$ cat src/rtl/voice_allocator_if.sv
// Command and voice-output bundle between the CPU parameter block and the voice allocator.
// The master drives note commands; the slave returns per-voice increments, enables and status.
interface voice_allocator_if #(
    parameter int NUM_VOICES = 4,
    parameter int FREQ_BITS  = 32,
    parameter int NOTE_BITS  = 7
);
    logic                            cmd_valid;
    logic                            cmd_ready;
    logic                            cmd_on;
    logic [NOTE_BITS-1:0]            cmd_note;
    logic [FREQ_BITS-1:0]            cmd_freq;
    logic [NUM_VOICES*FREQ_BITS-1:0] freq_out;
    logic [NUM_VOICES-1:0]           gate;
    logic                            any_gate;
    logic                            steal;
    logic [1:0]                      voice_sel;

    modport master (
        output cmd_valid, cmd_on, cmd_note, cmd_freq,
        input  cmd_ready, freq_out, gate, any_gate, steal, voice_sel
    );

    modport slave (
        input  cmd_valid, cmd_on, cmd_note, cmd_freq,
        output cmd_ready, freq_out, gate, any_gate, steal, voice_sel
    );
endinterface

$ cat src/rtl/voice_allocator.sv
// Four-slot polyphonic voice scheduler: retrigger, then first free slot, then steal the oldest voice.
// Each command is scanned one voice per cycle and committed in a single cycle.
module voice_allocator #(
    parameter int NUM_VOICES = 4,
    parameter int FREQ_BITS  = 32,
    parameter int NOTE_BITS  = 7,
    parameter int AGE_BITS   = 4
) (
    input  logic              clk,
    input  logic              rst,
    input  logic              panic,
    voice_allocator_if.slave  bus
);
    localparam logic [1:0] LAST_IDX = 2'(NUM_VOICES - 1);

    typedef enum logic [1:0] {
        ST_IDLE,
        ST_SCAN,
        ST_COMMIT
    } state_t;

    state_t                r_state;
    logic [1:0]            r_idx;

    logic                  r_cmd_on;
    logic [NOTE_BITS-1:0]  r_cmd_note;
    logic [FREQ_BITS-1:0]  r_cmd_freq;

    logic                  r_match_found;
    logic [1:0]            r_match_idx;
    logic                  r_free_found;
    logic [1:0]            r_free_idx;
    logic [1:0]            r_oldest_idx;
    logic [AGE_BITS-1:0]   r_oldest_age;

    logic [NOTE_BITS-1:0]  r_note [NUM_VOICES];
    logic [FREQ_BITS-1:0]  r_freq [NUM_VOICES];
    logic [AGE_BITS-1:0]   r_age  [NUM_VOICES];
    logic [NUM_VOICES-1:0] r_gate;
    logic                  r_steal;
    logic [1:0]            r_voice_sel;

    logic [1:0]            w_alloc_idx;

    assign w_alloc_idx = r_free_found ? r_free_idx : r_oldest_idx;

    // NOTE: every register here uses non-blocking assignment so all trackers see the same pre-edge values.
    always_ff @(posedge clk) begin
        if (rst) begin
            r_state       <= ST_IDLE;
            r_idx         <= '0;
            r_cmd_on      <= 1'b0;
            r_cmd_note    <= '0;
            r_cmd_freq    <= '0;
            r_match_found <= 1'b0;
            r_match_idx   <= '0;
            r_free_found  <= 1'b0;
            r_free_idx    <= '0;
            r_oldest_idx  <= '0;
            r_oldest_age  <= '0;
            r_gate        <= '0;
            r_steal       <= 1'b0;
            r_voice_sel   <= '0;
            // NOTE: the per-voice arrays are small register files, so they are cleared explicitly on reset.
            for (int v = 0; v < NUM_VOICES; v++) begin
                r_note[v] <= '0;
                r_freq[v] <= '0;
                r_age[v]  <= '0;
            end
        end else if (panic) begin
            r_state <= ST_IDLE;
            r_gate  <= '0;
            r_steal <= 1'b0;
            for (int v = 0; v < NUM_VOICES; v++) begin
                r_age[v] <= '0;
            end
        end else begin
            r_steal <= 1'b0;
            case (r_state)
                ST_IDLE: begin
                    if (bus.cmd_valid) begin
                        r_cmd_on      <= bus.cmd_on;
                        r_cmd_note    <= bus.cmd_note;
                        r_cmd_freq    <= bus.cmd_freq;
                        r_match_found <= 1'b0;
                        r_match_idx   <= '0;
                        r_free_found  <= 1'b0;
                        r_free_idx    <= '0;
                        r_oldest_idx  <= '0;
                        r_oldest_age  <= '0;
                        r_idx         <= '0;
                        r_state       <= ST_SCAN;
                    end
                end

                ST_SCAN: begin
                    if (!r_match_found && r_gate[r_idx] && (r_note[r_idx] == r_cmd_note)) begin
                        r_match_found <= 1'b1;
                        r_match_idx   <= r_idx;
                    end
                    if (!r_free_found && !r_gate[r_idx]) begin
                        r_free_found <= 1'b1;
                        r_free_idx   <= r_idx;
                    end
                    // Strict compare keeps the lowest index on an age tie.
                    if (r_age[r_idx] > r_oldest_age) begin
                        r_oldest_idx <= r_idx;
                        r_oldest_age <= r_age[r_idx];
                    end
                    r_idx <= r_idx + 2'd1;
                    if (r_idx == LAST_IDX) begin
                        r_state <= ST_COMMIT;
                    end
                end

                ST_COMMIT: begin
                    r_state <= ST_IDLE;
                    if (r_cmd_on) begin
                        if (r_match_found) begin
                            r_freq[r_match_idx] <= r_cmd_freq;
                            r_age[r_match_idx]  <= '0;
                            r_voice_sel         <= r_match_idx;
                        end else begin
                            for (int v = 0; v < NUM_VOICES; v++) begin
                                if (2'(v) == w_alloc_idx) begin
                                    r_note[v] <= r_cmd_note;
                                    r_freq[v] <= r_cmd_freq;
                                    r_gate[v] <= 1'b1;
                                    r_age[v]  <= '0;
                                end else if (r_gate[v] && (r_age[v] != '1)) begin
                                    r_age[v] <= r_age[v] + AGE_BITS'(1);
                                end
                            end
                            r_steal     <= !r_free_found;
                            r_voice_sel <= w_alloc_idx;
                        end
                    end else if (r_match_found) begin
                        r_gate[r_match_idx] <= 1'b0;
                        r_voice_sel         <= r_match_idx;
                    end
                end

                default: r_state <= ST_IDLE;
            endcase
        end
    end

    // NOTE: the output flattening assigns a default first so no latch can be inferred.
    always_comb begin
        bus.freq_out = '0;
        for (int v = 0; v < NUM_VOICES; v++) begin
            bus.freq_out[v*FREQ_BITS +: FREQ_BITS] = r_freq[v];
        end
    end

    assign bus.cmd_ready = (r_state == ST_IDLE);
    assign bus.gate      = r_gate;
    assign bus.any_gate  = |r_gate;
    assign bus.steal     = r_steal;
    assign bus.voice_sel = r_voice_sel;
endmodule
$ cat src/flat_wrapper.sv
// flat-port wrapper written by rule: the top's interface ports become plain ports
module voice_allocator_flat 
#(
    parameter int NUM_VOICES = 4,
    parameter int FREQ_BITS  = 32,
    parameter int NOTE_BITS  = 7,
    parameter int AGE_BITS   = 4
)
  (clk, rst, panic, bus_cmd_valid, bus_cmd_on, bus_cmd_note, bus_cmd_freq, bus_cmd_ready, bus_freq_out, bus_gate, bus_any_gate, bus_steal, bus_voice_sel);
  voice_allocator_if #(.NUM_VOICES(NUM_VOICES), .FREQ_BITS(FREQ_BITS), .NOTE_BITS(NOTE_BITS)) bus_i ();
  input  logic clk;
  input  logic rst;
  input  logic panic;
  input wire logic [$bits(bus_i.cmd_valid)-1:0] bus_cmd_valid;
  input wire logic [$bits(bus_i.cmd_on)-1:0] bus_cmd_on;
  input wire logic [$bits(bus_i.cmd_note)-1:0] bus_cmd_note;
  input wire logic [$bits(bus_i.cmd_freq)-1:0] bus_cmd_freq;
  output wire logic [$bits(bus_i.cmd_ready)-1:0] bus_cmd_ready;
  output wire logic [$bits(bus_i.freq_out)-1:0] bus_freq_out;
  output wire logic [$bits(bus_i.gate)-1:0] bus_gate;
  output wire logic [$bits(bus_i.any_gate)-1:0] bus_any_gate;
  output wire logic [$bits(bus_i.steal)-1:0] bus_steal;
  output wire logic [$bits(bus_i.voice_sel)-1:0] bus_voice_sel;
  assign bus_i.cmd_valid = bus_cmd_valid;
  assign bus_i.cmd_on = bus_cmd_on;
  assign bus_i.cmd_note = bus_cmd_note;
  assign bus_i.cmd_freq = bus_cmd_freq;
  assign bus_cmd_ready = bus_i.cmd_ready;
  assign bus_freq_out = bus_i.freq_out;
  assign bus_gate = bus_i.gate;
  assign bus_any_gate = bus_i.any_gate;
  assign bus_steal = bus_i.steal;
  assign bus_voice_sel = bus_i.voice_sel;
  voice_allocator #(.NUM_VOICES(NUM_VOICES), .FREQ_BITS(FREQ_BITS), .NOTE_BITS(NOTE_BITS), .AGE_BITS(AGE_BITS)) u_core (.clk(clk), .rst(rst), .panic(panic), .bus(bus_i));
endmodule
$ cat config.mk
export PLATFORM = sky130hd
export DESIGN_NAME = voice_allocator_flat
export DESIGN_NICKNAME = d
export VERILOG_FILES = /design/src/rtl/voice_allocator_if.sv /design/src/rtl/voice_allocator.sv /design/src/flat_wrapper.sv
export SDC_FILE = /design/constraint.sdc
export NUM_CORES = 1
export LEC_CHECK = 0
export CAP_MARGIN = 20
export CORE_MARGIN = 2
export CORE_UTILIZATION = 40
export DETAILED_ROUTE_END_ITERATION = 8
export HOLD_SLACK_MARGIN = 0.02
export PLACE_DENSITY = 0.75
export REMOVE_ABC_BUFFERS = 1
export SYNTH_ARGS = -nofsm -noshare
export SYNTH_HDL_FRONTEND = slang
export SYNTH_SLANG_ARGS = --single-unit
$ cat constraint.sdc
create_clock -name clk -period 4.57 [get_ports clk]
set_input_delay 0.914 -clock clk [delete_from_list [all_inputs] [get_ports clk]]
set_output_delay 0.914 -clock clk [all_outputs]
set_load 0.03 [all_outputs]
==> results.sh <==
export IMPL_viasPerCell=5.00
export IMPL_slew_headroom_pct=36.7
export IMPL_grt_pass1_vias=6682
export IMPL_drt_total_wl_mm=23.9
export IMPL_max_freq_ghz=0.303
export IMPL_required_ps=4960
export IMPL_cp_common_cell="o21a_1"
export IMPL_path_cells="mux4_2 > ha_1 > nor2b_1 > o21a_1 > o21a_1 > o21ai_0 > a21oi_1 > mux2i_1"
export IMPL_cp_arrival_ps=3690
export IMPL_preCtsSetupSlack_ps=828
export IMPL_rsz0062_at_grt="false"
export IMPL_utilization_pct=53.8
export IMPL_ys_ff_latch=237
export IMPL_num_rows=56
export IMPL_syn_area_per_cell_um2=12.3
export IMPL_drive_gt1_share_pct=8.30
export IMPL_postCtsResizedCells=0
export IMPL_grt_usage_pct=18.5
export IMPL_met3_usage_pct=3.62
export IMPL_core_area_mm2=0.0236
export IMPL_cp_top_family="compound AO/OA/AOI/OAI gates"
export IMPL_worstSkewPairLatency_ps=540
export IMPL_tightest_slew_ps=940
export IMPL_drt_iter0_drc=414
export IMPL_clock_sinks=237
export IMPL_post_cts_buffers=0
export IMPL_die_x_um=159
export IMPL_grt_max_degree=41
export IMPL_port_buffers=180
export IMPL_slew_viol_final=0
export IMPL_cpPeakStageDelay_ps=730
export IMPL_synth_area_leaders="edfxtp_1 51%, dfxtp_1 15%, and2_1 9.3%"
export IMPL_path_clk_slew_ps=60
export IMPL_place_area_mm2=0.0118
export IMPL_cts_buffers=25
export IMPL_clock_path_buffers=3
export IMPL_status="finished, final reports clean"
export IMPL_grt_overflow=0
export IMPL_ys_warn_count=0
export IMPL_cellLeakagePower_nw=4.66
export IMPL_use_met1_pct=23.7
export IMPL_syn_inst=787
export IMPL_yosysUniqueCellTypes=48
export IMPL_hpwl_mm=16.2
export IMPL_clock_skew_ps=21.9
export IMPL_ys_seq_area_share_pct=66.1
export IMPL_drc=0
export IMPL_holdWs_ps=472
export IMPL_die_area_mm2=0.0254
export IMPL_critPathSlowestCell="dfxtp_1"
export IMPL_use_met2_pct=31.7
export IMPL_synth_main_ff_cell="edfxtp_1"
export IMPL_crit_fanout=11
export IMPL_finalCriticalPeriod_ps=3300
export IMPL_synth_edff_count=164
export IMPL_antenna_found_initial=0
export IMPL_synthArstFlopShare_pct=0
export IMPL_stdcell_count=1307
export IMPL_fin_ws_ps=1270
export IMPL_grt_pass1_wl_mm=37.1
export IMPL_io_pins=181
export IMPL_busiest_layer="met2"
export IMPL_cts_root_buf="clkbuf_16"
export IMPL_die_h_um=159
export IMPL_synth_most_common_cell="edfxtp_1"
export IMPL_worstSetupPathType="flop to flop"
export IMPL_place_congestion=0.947
export IMPL_antenna_cells=0
export IMPL_post_route_period_util_pct=72.2
export IMPL_n_fill_cell=1964
export IMPL_synth_top_area_cell="edfxtp_1"
export IMPL_critical_path_buf_inv_count=0
export IMPL_power_density_mw_per_mm2=381
export IMPL_cts_hold_buf=0
export IMPL_h_tree_depth=1
export IMPL_synthTopCellsByCount="164 x edfxtp_1, 144 x and2_1, 97 x nand2_1"
export IMPL_antenna_left=0
export IMPL_worst_setup_path_start_kind="flop"
export IMPL_first_pass_iters=5
export IMPL_peakVddDrop_v=0.000228
export IMPL_area_growth_pct=31.6
export IMPL_post_route_cell_area_mm2=0.0127
export IMPL_fin_nets=1022
export IMPL_cts_tree="built"
export IMPL_num_vias=6541
export IMPL_synth_area_mm2=0.00966
export IMPL_setup_viol=0
export IMPL_hold_viol=0
export IMPL_synth_top_cell_area_share_pct=51.0
export IMPL_min_path_type="flop to flop"
export IMPL_place_inst=1261
export IMPL_cap_violations=0
export IMPL_end_kind="flop"
export IMPL_start_util_pct=40.9
export IMPL_wl_per_cell_um=18.3
==> worst paths after layout <==
| kind | from | to | slack [ps] | depth (start not counted) |
|---|---|---|---|---|
| setup / recovery | flop | u_core.r_oldest_age[2]$_SDFFE_PP0P_ | 1270 | 8 |
| hold / removal | u_core.r_oldest_age[3]$_SDFFE_PP0P_ | u_core.r_oldest_age[3]$_SDFFE_PP0P_ | 470 | 2 |
| setup reg to reg | flop | u_core.r_oldest_age[2]$_SDFFE_PP0P_ | 1270 | 8 |
| hold reg to reg | u_core.r_oldest_age[3]$_SDFFE_PP0P_ | u_core.r_oldest_age[3]$_SDFFE_PP0P_ | 470 | 2 |
==> cell families (layout without fill, tap and decap cells) <==
family	after synthesis	in the layout	synth area share (%)
mux	22	22	3.84
buf+inv	54	255	2.28
fa+ha+maj	9	9	1.17
compound gates	91	91	5.33
xor+xnor	12	12	1.09
flops	237	237	66.1
simple gates	362	362	20.2
==> cell type report <==
class / count / area [um2] / share of cell area, %
Sequential cell: 237 / 6390 / 50.3
Multi-Input combinational cell: 496 / 3070 / 24.1
Timing Repair Buffer: 196 / 1950 / 15.3
Clock buffer: 32 / 672 / 5.29
Tap cell: 319 / 399 / 3.14
Clock inverter: 14 / 186 / 1.47
Inverter: 13 / 48.8 / 0.384
==> layout by cell type (no fill, tap or decap), types with 2 or more instances in the layout <==
| master | netlist | layout |
|---|---|---|
| clkdlybuf4s50_1 | 0 | 179 |
| edfxtp_1 | 164 | 164 |
| and2_1 | 144 | 144 |
| nand2_1 | 97 | 97 |
| dfxtp_1 | 73 | 73 |
| a21oi_1 | 51 | 51 |
| nor2_1 | 32 | 32 |
| clkbuf_16 | 0 | 25 |
| o21ai_0 | 18 | 18 |
| nand3_1 | 17 | 17 |
| and3_1 | 15 | 15 |
| inv_1 | 13 | 13 |
| buf_4 | 0 | 13 |
| mux4_2 | 12 | 12 |
| nand2b_1 | 12 | 11 |
| mux2i_1 | 10 | 10 |
| ha_1 | 9 | 9 |
| nand4_1 | 8 | 8 |
| xnor2_1 | 8 | 8 |
| nor2b_1 | 7 | 7 |
| nor3_1 | 6 | 6 |
| or2_2 | 5 | 5 |
| a21o_1 | 5 | 5 |
| nand3b_1 | 5 | 5 |
| clkbuf_1 | 37 | 5 |
| xor2_1 | 4 | 4 |
| clkinv_2 | 0 | 4 |
| bufinv_16 | 0 | 4 |
| or3_1 | 3 | 3 |
| a31oi_1 | 3 | 3 |
| clkinv_1 | 0 | 3 |
| a2bb2oi_1 | 2 | 2 |
| o21ai_2 | 0 | 2 |
| o21a_1 | 2 | 2 |
| a31o_2 | 2 | 2 |
| clkbuf_8 | 0 | 2 |
| clkinvlp_4 | 0 | 2 |
| buf_12 | 0 | 2 |
==> through the flow <==
stage / TNS, ps / total power, mW
after floorplan: -1930 / 2.61
after global placement: 0 / 2.80
after detailed placement: 0 / 2.80
after CTS: 0 / 4.88
after global routing: 0 / 4.99
final: 0 / 4.85
==> routing by layer <==
metal | up-vias | share of wire (%)
met5 | - | 0
met3 | 37 | 7.2
met2 | 271 | 48
met4 | 0 | 2.7
li1 | 3114 | -
met1 | 3119 | 42
==> sequential cells by signal, indices dropped and copies added, names as in the netlist, 2 cells and up, named ones only <==
register	count
u_core.bus.gate	4
u_core.bus.voice_sel	2
u_core.r_age	16
u_core.r_cmd_freq	32
u_core.r_cmd_note	7
u_core.r_free_idx	2
u_core.r_freq	128
u_core.r_idx	2
u_core.r_match_idx	2
u_core.r_note	28
u_core.r_oldest_age	4
u_core.r_oldest_idx	2
u_core.r_state	2
==> tightest hold or removal path: cells and delay by family (launching register included) <==
| kind | cells | cell delay, ps |
|---|---|---|
| DFF | 1 | 310 |
| and+or+nand+nor | 1 | 60 |
| muxes | 1 | 50 |
==> report_power, final <==
part           total [mW]  switching, mW  leakage, nW  internal (mW)
sequential           2.41         0.0496         2.29           2.36
combinational       0.348          0.204         1.95          0.143
clock                2.09          0.822        0.415           1.27
(Power assumes the default switching activity.)
==> RTL change (same settings) <==
The 3 states of `state_t` get a one-hot encoding in 3 bits.
--- a/src/rtl/voice_allocator.sv
+++ b/src/rtl/voice_allocator.sv
@@ -14,8 +14,8 @@
     localparam logic [1:0] LAST_IDX = 2'(NUM_VOICES - 1);
 
-    typedef enum logic [1:0] {
-        ST_IDLE,
-        ST_SCAN,
-        ST_COMMIT
+    typedef enum logic [2:0] {
+        ST_IDLE   = 3'b001,
+        ST_SCAN   = 3'b010,
+        ST_COMMIT = 3'b100
     } state_t;
 
Behaviour: no difference found for any inputs over 4 cycles, from zero or initial values and one cycle with rst high; so few cycles prove little.
==> RTL change against the original RTL <==
- die area grew 0.42%
- sequential cell count grew 1
- cell area shrank 0.28%
- maximum frequency grew 9.1%
- synthesized area grew 0.43%
- via count grew 3.1%
- clock power shrank 8%
- total power shrank 3.2%
- routed wire length grew 2.8%
- sequential share of layout area grew 0.30 points
- utilization shrank 0.15 points
- worst setup slack gained 0.27 ns
- critical endpoint is now u_core.r_oldest_age[0]$_SDFFE_PP0P_
- highest routed layer unchanged
==> RTL change: results (changes against the original RTL) <==
Finish
  – # nets final: 1,032 (+0.98%)
  – Layout cells sized above 1: 0.08133 (-0.001671)
  – Non-Filler Instances: 1,316 (+0.69%)

Timing
  – Setup Skew: 0.01130 ns (-0.01059 ns)
  – Minimum clock period: 3.024 ns (-0.2746 ns)
  – Hold_ws: 0.4782 ns (+0.005913 ns)
  – Relative slew margins: 0.3497 (-0.01717)

Placed design
  – Half-perimeter wire length after placement: 16,510 microns (+2.1%)
  – Dpl ws: 1.158 ns (+0.3295 ns)
  – Instance area at placement: 0.01190 sq mm (+0.42%)

Synthesis
  – Synth top area cells: edfxtp_1, dfxtp_1, and2_1
  – Register area share after synthesis: 0.6606 (-0.0007518)
  – Cell variety after synth: 49 (+2.1%)

GRT
  – First-pass GRT wire length: 37,610 microns (+1.3%)
  – M3 GR Usage: 0.03091 (-0.005298)
  – GRT met2 Usage: 0.3235 (+0.006301)
  – Tot GR Track Use: 0.1881 (+0.002723)
  – Initial antenna violation count: 1 (+1)
  – Pin count of the biggest net entering global routing: 42 (+2.4%)
  – Met1 usage: 0.2475 (+0.01036)

Routing
  – DRT iter0 DRCs: 443 (+7.0%)
  – Met3 WL: 1719 microns (-0.64%)
  – Metal-1 WL: 10,340 microns (+2.9%)
  – Average vias per placed instance: 5.123 (+2.4%)
  – Routed len/inst: 18.66 microns (+2.1%)

Critical path
  – Worst R2R Setup Slack: 1.55 ns (+0.27 ns)
  – CP arrival: 3.45 ns (-0.24 ns)

Clock tree
  – Worst skew pair latency: 0.51 ns (-0.03 ns)

Status
  – Status: complete, no violations

Power
  – Comb. pwr: 0.354 mW (+2%)
  – Final Power: 4.693 mW (-3.2%)
  – Leakage power: 4.523 nW (-2.9%)
==> RTL change: cell types whose count changed after synthesis, sizes merged, moves of 4 or more <==
cell / delta
and2: +5
o21ai: -11
mux2i: +4
a21oi: +5
nor3b: +4
a21o: -4
nor2b: -4
nor2: +9
nand2b: +5
and3: -6
==> RTL change: critical path, cell delays in order, from the launching register on <==
cell and delay (ns):
dfxtp_1 0.78, mux4_2 0.61, ha_1 0.31, a41oi_1 0.17, o21ai_0 0.11, a21oi_1 0.68, mux2i_1 0.28
==> RTL change: path summary, 6_finish.rpt <==
check / cells past startpoint / start / to
min: 2 / u_core.r_oldest_age[2]$_SDFFE_PP0P_ / u_core.r_oldest_age[2]$_SDFFE_PP0P_
min reg2reg: 2 / u_core.r_oldest_age[2]$_SDFFE_PP0P_ / u_core.r_oldest_age[2]$_SDFFE_PP0P_
max: 6 / register / u_core.r_oldest_age[0]$_SDFFE_PP0P_
max reg2reg: 6 / register / u_core.r_oldest_age[0]$_SDFFE_PP0P_
==> RTL change: logic make-up (layout without fill, tap and decap cells) <==
group / count (synthesis) / after routing / share of synthesized area
AO/OA/AOI/OAI: 89 / 89 / 0.05329
XOR/XNOR: 12 / 12 / 0.01084
adder cells (fa/ha/maj): 9 / 9 / 0.01161
buffers and inverters: 51 / 251 / 0.01987
flip-flops: 238 / 238 / 0.6606
multiplexers: 27 / 27 / 0.04116
other: 0 / 1 / 0
AND/OR/NAND/NOR: 370 / 370 / 0.2026
==> RTL change: layout make-up <==
type	instances	area, sq um
timing repair buffer	196	1929
clock buffer	33	665.6
antenna	1	2.502
sequential	238	6406
fill	1989	10940
multi-input combinational	507	3119
tap	319	399.1
clock inverter	10	105.1
inverter	12	45.04
